==> src/rtl/frame_pkg.sv <==
// Shared frame-buffer constants, pixel type and loader state encoding used by the
// loader, the display address logic and the gaussian processor.
package frame_pkg;

    localparam int unsigned IMG_W  = 160;
    localparam int unsigned IMG_H  = 120;
    localparam int unsigned ADDR_W = 15;

    typedef struct packed {
        logic [7:0] r;
        logic [7:0] g;
        logic [7:0] b;
    } pixel_t;

    typedef logic [2:0] ld_state_t;

    localparam ld_state_t StIdle     = 3'd0;
    localparam ld_state_t StWaitSync = 3'd1;
    localparam ld_state_t StRecv     = 3'd2;
    localparam ld_state_t StLast     = 3'd3;
    localparam ld_state_t StDone     = 3'd4;

endpackage

==> src/rtl/uart_frame_loader_if.sv <==
// Frame-buffer write port: the loader drives it, the memory (via the top-level mux) sinks it.
interface uart_frame_loader_if #(
    parameter int unsigned ADDR_W = frame_pkg::ADDR_W
);
    import frame_pkg::*;

    logic [ADDR_W-1:0] mem_address;
    pixel_t            mem_data;
    logic              mem_wren;

    modport master (output mem_address, output mem_data, output mem_wren);
    modport slave  (input  mem_address, input  mem_data, input  mem_wren);

endinterface

==> src/rtl/uart_rx_byte.sv <==
// 8N1 UART byte receiver: 2-FF synchronizer, mid-bit sampling, glitch-rejecting start bit.
module uart_rx_byte #(
    parameter int unsigned BIT_CYC = 434
) (
    input  logic       clk,
    input  logic       rst,
    input  logic       uart_rx,
    output logic       rx_valid,
    output logic [7:0] rx_byte,
    output logic       rx_ferr
);

    localparam int unsigned CNT_W = (BIT_CYC > 1) ? $clog2(BIT_CYC) : 1;
    localparam logic [CNT_W-1:0] HalfCnt = CNT_W'(BIT_CYC / 2 - 1);
    localparam logic [CNT_W-1:0] FullCnt = CNT_W'(BIT_CYC - 1);

    localparam logic [1:0] RxIdle  = 2'd0;
    localparam logic [1:0] RxStart = 2'd1;
    localparam logic [1:0] RxData  = 2'd2;
    localparam logic [1:0] RxStop  = 2'd3;

    // [0],[1] form the synchronizer; [2] is the previous synchronized value for edge detect
    logic [2:0]       sync_q, sync_d;
    logic [1:0]       state_q, state_d;
    logic [CNT_W-1:0] cnt_q, cnt_d;
    logic [2:0]       bit_q, bit_d;
    logic [7:0]       shift_q, shift_d;
    logic [7:0]       byte_q, byte_d;
    logic             valid_q, valid_d;
    logic             ferr_q, ferr_d;
    logic             rx_s;

    assign rx_s = sync_q[1];

    always_comb begin
        sync_d  = {sync_q[1:0], uart_rx};
        state_d = state_q;
        cnt_d   = cnt_q;
        bit_d   = bit_q;
        shift_d = shift_q;
        byte_d  = byte_q;
        valid_d = 1'b0;
        ferr_d  = ferr_q;
        case (state_q)
            RxIdle: begin
                if (sync_q[2] && !rx_s) begin
                    state_d = RxStart;
                    cnt_d   = '0;
                end
            end
            RxStart: begin
                if (cnt_q == HalfCnt) begin
                    cnt_d   = '0;
                    bit_d   = '0;
                    state_d = rx_s ? RxIdle : RxData;
                end else begin
                    cnt_d = cnt_q + CNT_W'(1);
                end
            end
            RxData: begin
                if (cnt_q == FullCnt) begin
                    cnt_d   = '0;
                    shift_d = {rx_s, shift_q[7:1]};
                    bit_d   = bit_q + 3'd1;
                    if (bit_q == 3'd7) state_d = RxStop;
                end else begin
                    cnt_d = cnt_q + CNT_W'(1);
                end
            end
            default: begin
                if (cnt_q == FullCnt) begin
                    valid_d = 1'b1;
                    byte_d  = shift_q;
                    ferr_d  = !rx_s;
                    state_d = RxIdle;
                end else begin
                    cnt_d = cnt_q + CNT_W'(1);
                end
            end
        endcase
    end

    always_ff @(posedge clk or negedge rst) begin
        if (!rst) begin
            sync_q  <= 3'b111;
            state_q <= RxIdle;
            cnt_q   <= '0;
            bit_q   <= '0;
            shift_q <= '0;
            byte_q  <= '0;
            valid_q <= 1'b0;
            ferr_q  <= 1'b0;
        end else begin
            sync_q  <= sync_d;
            state_q <= state_d;
            cnt_q   <= cnt_d;
            bit_q   <= bit_d;
            shift_q <= shift_d;
            byte_q  <= byte_d;
            valid_q <= valid_d;
            ferr_q  <= ferr_d;
        end
    end

    assign rx_valid = valid_q;
    assign rx_byte  = byte_q;
    assign rx_ferr  = ferr_q;

endmodule

==> src/rtl/uart_frame_loader.sv <==
// Loads a sync-prefixed raster RGB stream from UART into the column-major frame buffer.
module uart_frame_loader #(
    parameter int unsigned CLK_HZ      = 50000000,
    parameter int unsigned BAUD        = 115200,
    parameter int unsigned IMG_W       = frame_pkg::IMG_W,
    parameter int unsigned IMG_H       = frame_pkg::IMG_H,
    parameter int unsigned ADDR_W      = frame_pkg::ADDR_W,
    parameter logic [7:0]  SYNC_BYTE   = 8'hA5,
    parameter int unsigned TIMEOUT_CYC = 5000000
) (
    input  logic                       clk,
    input  logic                       rst,
    input  logic                       uart_rx,
    input  logic                       start,
    uart_frame_loader_if.master        mem,
    output logic                       busy,
    output logic                       load_done,
    output logic                       frame_error
);
    import frame_pkg::*;

    localparam int unsigned BIT_CYC = CLK_HZ / BAUD;
    localparam int unsigned X_W     = (IMG_W > 1) ? $clog2(IMG_W) : 1;
    localparam int unsigned Y_W     = (IMG_H > 1) ? $clog2(IMG_H) : 1;
    localparam int unsigned TMO_W   = $clog2(TIMEOUT_CYC + 1);

    localparam logic [X_W-1:0]   XLast    = X_W'(IMG_W - 1);
    localparam logic [Y_W-1:0]   YLast    = Y_W'(IMG_H - 1);
    localparam logic [TMO_W-1:0] TmoLimit = TMO_W'(TIMEOUT_CYC);

    logic       rx_valid;
    logic [7:0] rx_byte;
    logic       rx_ferr;

    uart_rx_byte #(
        .BIT_CYC (BIT_CYC)
    ) u_rx (
        .clk      (clk),
        .rst      (rst),
        .uart_rx  (uart_rx),
        .rx_valid (rx_valid),
        .rx_byte  (rx_byte),
        .rx_ferr  (rx_ferr)
    );

    ld_state_t         state_q, state_d;
    logic [1:0]        phase_q, phase_d;
    logic [7:0]        r_q, r_d;
    logic [7:0]        g_q, g_d;
    logic [X_W-1:0]    x_q, x_d;
    logic [Y_W-1:0]    y_q, y_d;
    logic [ADDR_W-1:0] addr_q, addr_d;
    logic [TMO_W-1:0]  tmo_q, tmo_d;
    logic [ADDR_W-1:0] mem_address_q, mem_address_d;
    pixel_t            mem_data_q, mem_data_d;
    logic              mem_wren_q, mem_wren_d;
    logic              frame_error_q, frame_error_d;

    always_comb begin
        state_d       = state_q;
        phase_d       = phase_q;
        r_d           = r_q;
        g_d           = g_q;
        x_d           = x_q;
        y_d           = y_q;
        addr_d        = addr_q;
        tmo_d         = tmo_q;
        mem_address_d = mem_address_q;
        mem_data_d    = mem_data_q;
        mem_wren_d    = 1'b0;
        frame_error_d = frame_error_q;
        case (state_q)
            StIdle: begin
                if (start) begin
                    state_d       = StWaitSync;
                    frame_error_d = 1'b0;
                end
            end
            StWaitSync: begin
                if (rx_valid && rx_byte == SYNC_BYTE) begin
                    state_d = StRecv;
                    phase_d = '0;
                    x_d     = '0;
                    y_d     = '0;
                    addr_d  = '0;
                    tmo_d   = '0;
                end
            end
            StRecv: begin
                if (rx_valid) begin
                    tmo_d = '0;
                    if (rx_ferr) begin
                        frame_error_d = 1'b1;
                        state_d       = StIdle;
                    end else begin
                        case (phase_q)
                            2'd0: begin
                                r_d     = rx_byte;
                                phase_d = 2'd1;
                            end
                            2'd1: begin
                                g_d     = rx_byte;
                                phase_d = 2'd2;
                            end
                            default: begin
                                phase_d       = 2'd0;
                                mem_wren_d    = 1'b1;
                                mem_address_d = addr_q;
                                mem_data_d    = {r_q, g_q, rx_byte};
                                // Column-major walk: stepping x jumps a whole column of IMG_H
                                if (x_q != XLast) begin
                                    x_d    = x_q + X_W'(1);
                                    addr_d = addr_q + ADDR_W'(IMG_H);
                                end else if (y_q != YLast) begin
                                    x_d    = '0;
                                    y_d    = y_q + Y_W'(1);
                                    addr_d = ADDR_W'(y_q) + ADDR_W'(1);
                                end else begin
                                    state_d = StLast;
                                end
                            end
                        endcase
                    end
                end else if (tmo_q == TmoLimit) begin
                    frame_error_d = 1'b1;
                    state_d       = StIdle;
                end else begin
                    tmo_d = tmo_q + TMO_W'(1);
                end
            end
            // StLast covers the final write cycle so load_done follows it by one cycle
            StLast:  state_d = StDone;
            default: state_d = StIdle;
        endcase
    end

    always_ff @(posedge clk or negedge rst) begin
        if (!rst) begin
            state_q       <= StIdle;
            phase_q       <= '0;
            r_q           <= '0;
            g_q           <= '0;
            x_q           <= '0;
            y_q           <= '0;
            addr_q        <= '0;
            tmo_q         <= '0;
            mem_address_q <= '0;
            mem_data_q    <= '0;
            mem_wren_q    <= 1'b0;
            frame_error_q <= 1'b0;
        end else begin
            state_q       <= state_d;
            phase_q       <= phase_d;
            r_q           <= r_d;
            g_q           <= g_d;
            x_q           <= x_d;
            y_q           <= y_d;
            addr_q        <= addr_d;
            tmo_q         <= tmo_d;
            mem_address_q <= mem_address_d;
            mem_data_q    <= mem_data_d;
            mem_wren_q    <= mem_wren_d;
            frame_error_q <= frame_error_d;
        end
    end

    assign mem.mem_address = mem_address_q;
    assign mem.mem_data    = mem_data_q;
    assign mem.mem_wren    = mem_wren_q;
    assign busy            = (state_q != StIdle);
    assign load_done       = (state_q == StDone);
    assign frame_error     = frame_error_q;

endmodule

==> src/flat_wrapper.sv <==
// flat-port wrapper written by rule: the top's interface ports become plain ports
module uart_frame_loader_flat import frame_pkg::*;
#(
    parameter int unsigned CLK_HZ      = 50000000,
    parameter int unsigned BAUD        = 115200,
    parameter int unsigned IMG_W       = frame_pkg::IMG_W,
    parameter int unsigned IMG_H       = frame_pkg::IMG_H,
    parameter int unsigned ADDR_W      = frame_pkg::ADDR_W,
    parameter logic [7:0]  SYNC_BYTE   = 8'hA5,
    parameter int unsigned TIMEOUT_CYC = 5000000
)
  (clk, rst, uart_rx, start, busy, load_done, frame_error, mem_mem_address, mem_mem_data, mem_mem_wren);
  uart_frame_loader_if #(.ADDR_W(ADDR_W)) mem_i ();
  input  logic clk;
  input  logic rst;
  input  logic uart_rx;
  input  logic start;
  output logic busy;
  output logic load_done;
  output logic frame_error;
  output wire logic [$bits(mem_i.mem_address)-1:0] mem_mem_address;
  output wire logic [$bits(mem_i.mem_data)-1:0] mem_mem_data;
  output wire logic [$bits(mem_i.mem_wren)-1:0] mem_mem_wren;
  assign mem_mem_address = mem_i.mem_address;
  assign mem_mem_data = mem_i.mem_data;
  assign mem_mem_wren = mem_i.mem_wren;
  uart_frame_loader #(.CLK_HZ(CLK_HZ), .BAUD(BAUD), .IMG_W(IMG_W), .IMG_H(IMG_H), .ADDR_W(ADDR_W), .SYNC_BYTE(SYNC_BYTE), .TIMEOUT_CYC(TIMEOUT_CYC)) u_core (.clk(clk), .rst(rst), .uart_rx(uart_rx), .start(start), .mem(mem_i), .busy(busy), .load_done(load_done), .frame_error(frame_error));
endmodule
==> config.mk <==
export PLATFORM = sky130hd
export DESIGN_NAME = uart_frame_loader_flat
export DESIGN_NICKNAME = d
export VERILOG_FILES = /design/src/rtl/frame_pkg.sv /design/src/rtl/uart_frame_loader_if.sv /design/src/rtl/uart_rx_byte.sv /design/src/rtl/uart_frame_loader.sv /design/src/flat_wrapper.sv
export SDC_FILE = /design/constraint.sdc
export NUM_CORES = 1
export LEC_CHECK = 0
export BUFFER_PORTS_ARGS = -buffer_cell sky130_fd_sc_hd__buf_2
export CAP_MARGIN = 30
export CORE_MARGIN = 5
export CORE_UTILIZATION = 60
export DETAILED_ROUTE_END_ITERATION = 10
export PLACE_DENSITY = 0.83
export RECOVER_POWER = 50
export SYNTH_ARGS = -nofsm -noshare
export SYNTH_HDL_FRONTEND = slang
export SYNTH_SLANG_ARGS = --single-unit
==> constraint.sdc <==
create_clock -name clk -period 3.7 [get_ports clk]
set_input_delay 0.37 -clock clk [delete_from_list [all_inputs] [get_ports clk]]
set_output_delay 0.37 -clock clk [all_outputs]
set_load 0.05 [all_outputs]
**Word-level counts from Yosys, hierarchy flattened**

Index checks and enable logic that the tools add are counted.

- Register bits: 150

- Add/subtract/negate cells: 7
- Equality and inequality tests: 33
- Bitwise operators: 3
- Muxes and demuxes: 65
- Reduce and logical (&&, ||, !) cells: 27

Operators by type and width:

| kind | count |
|---|---|
| 15-bit two-way mux | 6 |
| 23-bit two-way mux | 3 |
| 8-bit two-way mux | 6 |
| 23-bit one-hot mux with 2 select lines | 1 |
| 7-bit two-way mux | 6 |
| 9-bit two-way mux | 4 |
| 3-bit two-way mux | 10 |
| 15-bit one-hot mux with 2 select lines | 1 |
| 9-bit one-hot mux with 3 select lines | 1 |
| 23-bit by 1-bit adder with 23-bit output, second input constant | 1 |
| 23-bit equality test, second input constant | 1 |
| 4-bit AND reduction | 5 |
| 2-bit two-way mux | 9 |
| 2-bit != test, second input constant | 9 |
| 8-bit one-hot mux with 2 select lines | 1 |
| 15-bit by 7-bit adder with 15-bit output, second input constant | 1 |
| 7-bit one-hot mux with 2 select lines | 1 |
| 4-bit != test, second input constant | 3 |
| 3-bit one-hot mux with 4 select lines | 1 |
| 6-bit AND reduction | 2 |
| 1-bit two-way mux | 10 |
| 9-bit by 1-bit adder with 9-bit output, second input constant | 1 |
| 9-bit by 8-bit equality test with 1-bit output, second input constant | 1 |
| 9-bit equality test, second input constant | 1 |
| other kinds (34) | 50 |

**Depth between registers and ports, before layout**

- Depth after elaboration: 7
- Mapped depth: 9
- Depth with buffers taken out: 7

**Hierarchy**

A second synthesis with hierarchy kept.

- Cells, all modules: 660
- Area, all modules: 7389.6 µm²

By module, submodules not included:

| module | instances | cells each | area each (µm²) | sequential area each (µm²) |
|---|---|---|---|---|
| uart_frame_loader | 1 | 513 | 5636.7 | 2877.8 |
| uart_rx_byte | 1 | 147 | 1752.9 | 879.6 |

**Worst setup path after synthesis**

Ideal clock, no wire load.

- Path type: register -> register
- From: register u_core.state_q[2]
- To: register u_core.x_q[6]
- Setup time: 0.126 ns
- Arrival: 1.941 ns
- Slack: 1.634 ns
- Period minus slack after synthesis: 2.066 ns
- Data required time: 3.574 ns
- Buffers on the path: 1
- Stages on the path, launching flop included: 7
- Cells stage by stage: dfrtp_1 -> or3b_4 -> or4_1 -> buf_2 -> a211oi_2 -> xnor2_1 -> nor2_1

- Longest elaborated chain between the ends: 3
- Elaborated cells on any way between the ends: 10
- Classes of those cells: eq/ne: 7; mux: 1; reduce/logical: 2

RTL lines:

| item | line | text |
|---|---|---|
| start: declaration | uart_frame_loader.sv:46 | `ld_state_t state_q, state_d;` |
| start signal: assignment | uart_frame_loader.sv:139 | `state_q <= StIdle;` |
| start signal: assignment | uart_frame_loader.sv:152 | `state_q <= state_d;` |
| 3-bit by 2-bit equality test with 1-bit output / 3-bit by 1-bit equality test with 1-bit output (equally long branches) | uart_frame_loader.sv:72 | `case (state_q)` |
| 3-bit by 1-bit != test with 1-bit output (no line), or another cell as far along | - |  |
| 6-bit AND reduction (no line) | - |  |
| end signal: assignment | uart_frame_loader.sv:143 | `x_q <= '0;` |
| end signal: assignment | uart_frame_loader.sv:156 | `x_q <= x_d;` |
| end: declaration | uart_frame_loader.sv:50 | `logic [X_W-1:0] x_q, x_d;` |

Parallel ways exist; a longest one is shown, timed or not.
A chain may end at the register's enable or synchronous reset.

**Final worst setup path**

- From: register u_core.tmo_q[0]
- To: register u_core.tmo_q[15]

- Longest elaborated chain between the ends: 4
- Elaborated cells on any way between the ends: 7
- Classes of those cells: add/sub: 1; eq/ne: 2; mux: 3; reduce/logical: 1

RTL lines:

| item | line | text |
|---|---|---|
| start: declaration | uart_frame_loader.sv:53 | `logic [TMO_W-1:0] tmo_q, tmo_d;` |
| start signal: assignment | uart_frame_loader.sv:159 | `tmo_q <= tmo_d;` |
| 23-bit by 1-bit adder with 23-bit output | uart_frame_loader.sv:128 | `tmo_d = tmo_q + TMO_W'(1);` |
| 23-bit two-way mux | uart_frame_loader.sv:124 | `end else if (tmo_q == TmoLimit) begin` |
| 23-bit two-way mux | uart_frame_loader.sv:90 | `if (rx_valid) begin` |
| 23-bit one-hot mux with 2 select lines | uart_frame_loader.sv:72 |  |

Parallel ways exist; a longest one is shown, timed or not. The select of a mux whose other input is x is not followed.

==> impl_metrics.prom <==
# TYPE chip_impl_metric gauge
chip_impl_info{name="run_status",value="finished, violations left"} 1
chip_impl_info{name="failed_checks",value="capacitance limit, slew limit"} 1
chip_impl_metric{name="gr-usage-met3",unit="%"} 5.16
chip_impl_metric{name="routed-via-count",unit=""} 5605
chip_impl_metric{name="r2r_cells",unit=""} 7
chip_impl_metric{name="i_o_pin_count",unit=""} 47
chip_impl_info{name="cp-start-kind",value="register"} 1
chip_impl_metric{name="number_of_synthesized_flops_with_an_enable_pin",unit=""} 0
chip_impl_info{name="most_common_flop_cell_mapped_by_yosys",value="sky130_fd_sc_hd__dfrtp_1"} 1
chip_impl_metric{name="fraction_of_final_layout_cells_with_drive_strength_greater_than_1",unit="%"} 15.9
chip_impl_metric{name="track_usage",unit="%"} 23.2
chip_impl_metric{name="avgViaCountPerCell",unit=""} 6.21
chip_impl_metric{name="nets",unit=""} 760
chip_impl_metric{name="wl",unit="mm"} 16.0
chip_impl_metric{name="net-switching-power",unit="uW"} 1110
chip_impl_metric{name="postPlaceCellArea",unit="mm2"} 0.00743
chip_impl_metric{name="synthToLayoutAreaGrowth",unit="%"} 12.9
chip_impl_info{name="layout_commonest_cell",value="sky130_fd_sc_hd__nand2_1"} 1
chip_impl_metric{name="core_region",unit="mm2"} 0.0115
chip_impl_metric{name="number_of_global_route_vias_before_repair",unit=""} 5455
chip_impl_metric{name="worst_setup_hold_path_clk_slew",unit="ps"} 60
chip_impl_metric{name="pre_cts_ws",unit="ps"} 1080
chip_impl_metric{name="final_report_hold_violation_count",unit=""} 0
chip_impl_metric{name="violation_count_after_the_first_detailed_routing_iteration",unit=""} 513
chip_impl_metric{name="cts_buffers",unit=""} 17
chip_impl_metric{name="core_rows",unit=""} 39
chip_impl_metric{name="synth_fp_nets",unit=""} 717
chip_impl_metric{name="leakage",unit="uW"} 0.00385
chip_impl_metric{name="comb_pwr_share",unit="%"} 10.3
chip_impl_metric{name="cts-resized-gates",unit=""} 0
chip_impl_metric{name="finalSetupViolCount",unit=""} 0
chip_impl_metric{name="power_density",unit="mW/mm2"} 495
chip_impl_metric{name="clock.fmax",unit="MHz"} 373
chip_impl_metric{name="cp_data_required_time",unit="ps"} 4040
chip_impl_metric{name="initial_utilization",unit="%"} 61.5
chip_impl_metric{name="postSynthRegisterBits",unit=""} 150
chip_impl_metric{name="floorplan.die.height",unit="um"} 119
chip_impl_metric{name="min_path_cells",unit=""} 1
chip_impl_metric{name="cts_htree_levels",unit=""} 4
chip_impl_metric{name="vdd.ir_drop.worst",unit="uV"} 393
chip_impl_metric{name="wire_length_of_the_first_global_routing_pass",unit="mm"} 26.6
chip_impl_info{name="end_kind",value="register"} 1
chip_impl_metric{name="post-route-cell-area",unit="mm2"} 0.00800
chip_impl_metric{name="antenna_cells_inserted",unit=""} 0
chip_impl_metric{name="wire_per_inst",unit="um"} 17.8
chip_impl_metric{name="postSynthCellCount",unit=""} 703
chip_impl_info{name="grt.busiest_layer",value="met2"} 1
chip_impl_metric{name="insertion_delay",unit="ps"} 440
chip_impl_info{name="tritoncts",value="done"} 1
chip_impl_metric{name="post_cts.repair.setup_buffers",unit=""} 0
chip_impl_metric{name="number_of_filler_instances_in_the_final_layout",unit=""} 836
chip_impl_metric{name="antenna_found_initial",unit=""} 0
chip_impl_info{name="crit_path_top_delay_cell",value="sky130_fd_sc_hd__and4b_1"} 1
chip_impl_metric{name="grt.met2_usage",unit="%"} 37.4
chip_impl_metric{name="cts.path.max_buffers",unit=""} 2
chip_impl_metric{name="horizontal_extent_of_the_die",unit="um"} 119
chip_impl_metric{name="path_max_fanout",unit=""} 30
chip_impl_metric{name="post-route-period-util",unit="%"} 72.5
chip_impl_metric{name="timing.slew.headroom",unit="%"} -31.8
chip_impl_metric{name="seqPwrFrac",unit="%"} 45.7
chip_impl_metric{name="place.port_buffers",unit=""} 46
chip_impl_info{name="unrepaired_setup_endpoints_after_global_routing",value="no"} 1
chip_impl_metric{name="postCtsHoldBufs",unit=""} 0
chip_impl_metric{name="clock-sinks",unit=""} 150
chip_impl_metric{name="power.share.switching",unit="%"} 27.9
chip_impl_metric{name="internal_power",unit="uW"} 2850
chip_impl_metric{name="synth_cell_types",unit=""} 70
chip_impl_info{name="crit_type",value="register to register"} 1
chip_impl_metric{name="worst_margin_pin_slew",unit="ps"} 1980
chip_impl_info{name="timing.critical_path.cells",value="inv_1 > ha_1 > nor4bb_1 > and4_1 > and4b_1 > nor2_1 > a31oi_1"} 1
chip_impl_info{name="root_buffer",value="sky130_fd_sc_hd__clkbuf_16"} 1
chip_impl_metric{name="post-route-drc-count",unit=""} 0
chip_impl_info{name="layout_common_cells",value="sky130_fd_sc_hd__nand2_1 (152), sky130_fd_sc_hd__dfrtp_1 (147), sky130_fd_sc_hd__nor2_1 (38), sky130_fd_sc_hd__mux2_2 (32), sky130_fd_sc_hd__o21ai_0 (30)"} 1
chip_impl_metric{name="max_cap_violations",unit=""} 1
chip_impl_metric{name="detail_route.first_pass.iterations",unit=""} 5
chip_impl_metric{name="drv_slew",unit=""} 80
chip_impl_metric{name="async_reset_ff_share",unit="%"} 100
chip_impl_info{name="worst_hold_path_type",value="input port to register"} 1
chip_impl_metric{name="dieArea",unit="mm2"} 0.0141
chip_impl_metric{name="syn_avg_cell_area",unit="um2"} 10.1
chip_impl_metric{name="critical-path-max-stage-delay",unit="ps"} 880
chip_impl_metric{name="layoutNonFillerInstCount",unit=""} 902
chip_impl_metric{name="rrSetupSlack",unit="ps"} 1020
chip_impl_metric{name="placed_cells_incl_taps",unit=""} 870
chip_impl_metric{name="power_frac_clock",unit="%"} 44.0
chip_impl_metric{name="place.gp.congestion",unit=""} 0.908
chip_impl_metric{name="postLayoutSetupSlackWorst",unit="ps"} 1020
chip_impl_metric{name="arrival",unit="ps"} 3020
chip_impl_metric{name="syn_area",unit="mm2"} 0.00708
chip_impl_metric{name="overflow",unit=""} 0
chip_impl_metric{name="grt_start_max_net_pins",unit=""} 81
chip_impl_metric{name="fin_worst_skew",unit="ps"} 12.8
chip_impl_metric{name="grtUsageMet1",unit="%"} 30.5
chip_impl_metric{name="ys.warnings.count",unit=""} 0
chip_impl_metric{name="detailedPlacementHpwl",unit="mm"} 10.3
chip_impl_metric{name="fin_setup_tns",unit="ps"} 0
chip_impl_metric{name="min_period",unit="ps"} 2680
chip_impl_metric{name="synth_seq_area_share",unit="%"} 53.0
chip_impl_metric{name="ant_nets",unit=""} 0
[path summary, 6_finish.rpt]
path / startpoint / end
worst max register to register: u_core.tmo_q[0]$_DFFE_PN0P_ / u_core.tmo_q[15]$_DFFE_PN0P_
max in group asynchronous: rst / u_core.mem.mem_data[15]$_DFFE_PN0P_
worst max-delay path: u_core.tmo_q[0]$_DFFE_PN0P_ / u_core.tmo_q[15]$_DFFE_PN0P_
worst min register to register: u_core.u_rx.sync_q[0]$_DFF_PN1_ / u_core.u_rx.sync_q[1]$_DFF_PN1_
min in group asynchronous: rst / u_core.tmo_q[14]$_DFFE_PN0P_
worst min-delay path: uart_rx / u_core.u_rx.sync_q[0]$_DFF_PN1_
[stage by stage]
step	power (uW)	utilization (%)	hold slack, ps
finish	3960	69.4	37.8
global route	4100	69.4	26.3
CTS	3970	69.7	0.515
detailed placement	2230	64.5	347
global placement	2200	64.5	346
floorplan	2110	-	74.4
[worst max-delay path, delay by kind of cell (launching register included)]
| family | cells | cell delay (ps) |
|---|---|---|
| DFF | 1 | 430 |
| adders and majority gates | 1 | 130 |
| buffers and inverters | 1 | 90 |
| AOI/OAI and AO/OA | 1 | 250 |
| and+or+nand+nor | 4 | 1680 |
[kinds of logic (layout without fill, tap and decap cells)]
family	Yosys count	after routing	share of synthesized area [%]
and+or+nand+nor	317	317	22.4
DFF	150	150	53.0
AOI/OAI and AO/OA	125	125	11.7
buffers and inverters	44	100	2.74
muxes	43	43	6.64
xor gates and xnor gates	14	14	1.73
adders and majority gates	10	10	1.77
[flip-flops by register name, indices dropped and copies added, names as in the netlist, 2 cells and up]
signal / count
u_core.mem.mem_data: 24
u_core.tmo_q: 23
u_core.addr_q: 15
u_core.mem.mem_address: 15
u_core.u_rx.cnt_q: 9
u_core.g_q: 8
u_core.r_q: 8
u_core.u_rx.rx_byte: 8
u_core.u_rx.shift_q: 8
u_core.x_q: 8
u_core.y_q: 7
u_core.state_q: 3
u_core.u_rx.bit_q: 3
u_core.u_rx.sync_q: 3
u_core.phase_q: 2
u_core.u_rx.state_q: 2
[cell usage after synthesis, types with 3 or more instances]
library cell | n | area, um2
sky130_fd_sc_hd__xor2_1 | 5 | 43.8
sky130_fd_sc_hd__a21o_1 | 6 | 45.0
sky130_fd_sc_hd__and2_1 | 6 | 37.5
sky130_fd_sc_hd__nor3b_1 | 7 | 52.6
sky130_fd_sc_hd__nand2b_1 | 3 | 18.8
sky130_fd_sc_hd__buf_1 | 3 | 11.3
sky130_fd_sc_hd__mux2_2 | 32 | 360
sky130_fd_sc_hd__o21bai_1 | 3 | 22.5
sky130_fd_sc_hd__inv_1 | 13 | 48.8
sky130_fd_sc_hd__ha_1 | 10 | 125
sky130_fd_sc_hd__o31ai_1 | 16 | 120
sky130_fd_sc_hd__o2111ai_1 | 3 | 26.3
sky130_fd_sc_hd__or4_1 | 12 | 90.1
sky130_fd_sc_hd__a21oi_1 | 24 | 120
sky130_fd_sc_hd__or3_1 | 10 | 62.6
sky130_fd_sc_hd__a211o_1 | 4 | 35.0
sky130_fd_sc_hd__nor3_1 | 8 | 40.0
sky130_fd_sc_hd__o22ai_1 | 5 | 31.3
sky130_fd_sc_hd__clkbuf_1 | 16 | 60.1
sky130_fd_sc_hd__xnor2_1 | 9 | 78.8
sky130_fd_sc_hd__o211ai_1 | 4 | 30.0
sky130_fd_sc_hd__o21ai_0 | 30 | 150
sky130_fd_sc_hd__dfstp_2 | 3 | 78.8
sky130_fd_sc_hd__nand2_1 | 152 | 571
sky130_fd_sc_hd__a22o_1 | 6 | 52.6
sky130_fd_sc_hd__a31oi_1 | 6 | 37.5
sky130_fd_sc_hd__a211oi_1 | 3 | 22.5
sky130_fd_sc_hd__nand3_1 | 27 | 135
sky130_fd_sc_hd__nor2_1 | 38 | 143
sky130_fd_sc_hd__nand4_1 | 10 | 62.6
sky130_fd_sc_hd__or2_2 | 4 | 25.0
sky130_fd_sc_hd__and3_1 | 6 | 37.5
sky130_fd_sc_hd__nor4_1 | 8 | 50.1
sky130_fd_sc_hd__mux2i_1 | 11 | 110
sky130_fd_sc_hd__dfrtp_1 | 147 | 3680
sky130_fd_sc_hd__nor2b_1 | 4 | 25.0
sky130_fd_sc_hd__buf_2 | 8 | 40.0
[cell type report]
| cell class | count | area (um2) | share of cell area (%) |
|---|---|---|---|
| clock buffers | 20 | 467 | 5.84 |
| clock inverters | 12 | 128 | 1.60 |
| repair buffers | 54 | 282 | 3.52 |
| inverters | 14 | 52.6 | 0.657 |
| well taps | 143 | 179 | 2.24 |
| flip-flops and latches | 150 | 3760 | 47.0 |
| multi-input cells | 509 | 3130 | 39.2 |
[per-layer routing]
layer | part of all wire [%] | up-vias
li1 | - | 2591
met2 | 50 | 191
met5 | 0 | -
met1 | 43 | 2785
met3 | 5.1 | 38
met4 | 2.5 | 0
[power groups by stage]
stage	combinational [uW]	clock (uW)	sequential, uW
final	408	1740	1810
after global routing	455	1830	1820
after CTS	412	1750	1800
after detailed placement	403	0	1830
after global placement	383	0	1820
after floorplan	312	0	1800
Power figures use the tool's default switching activity.
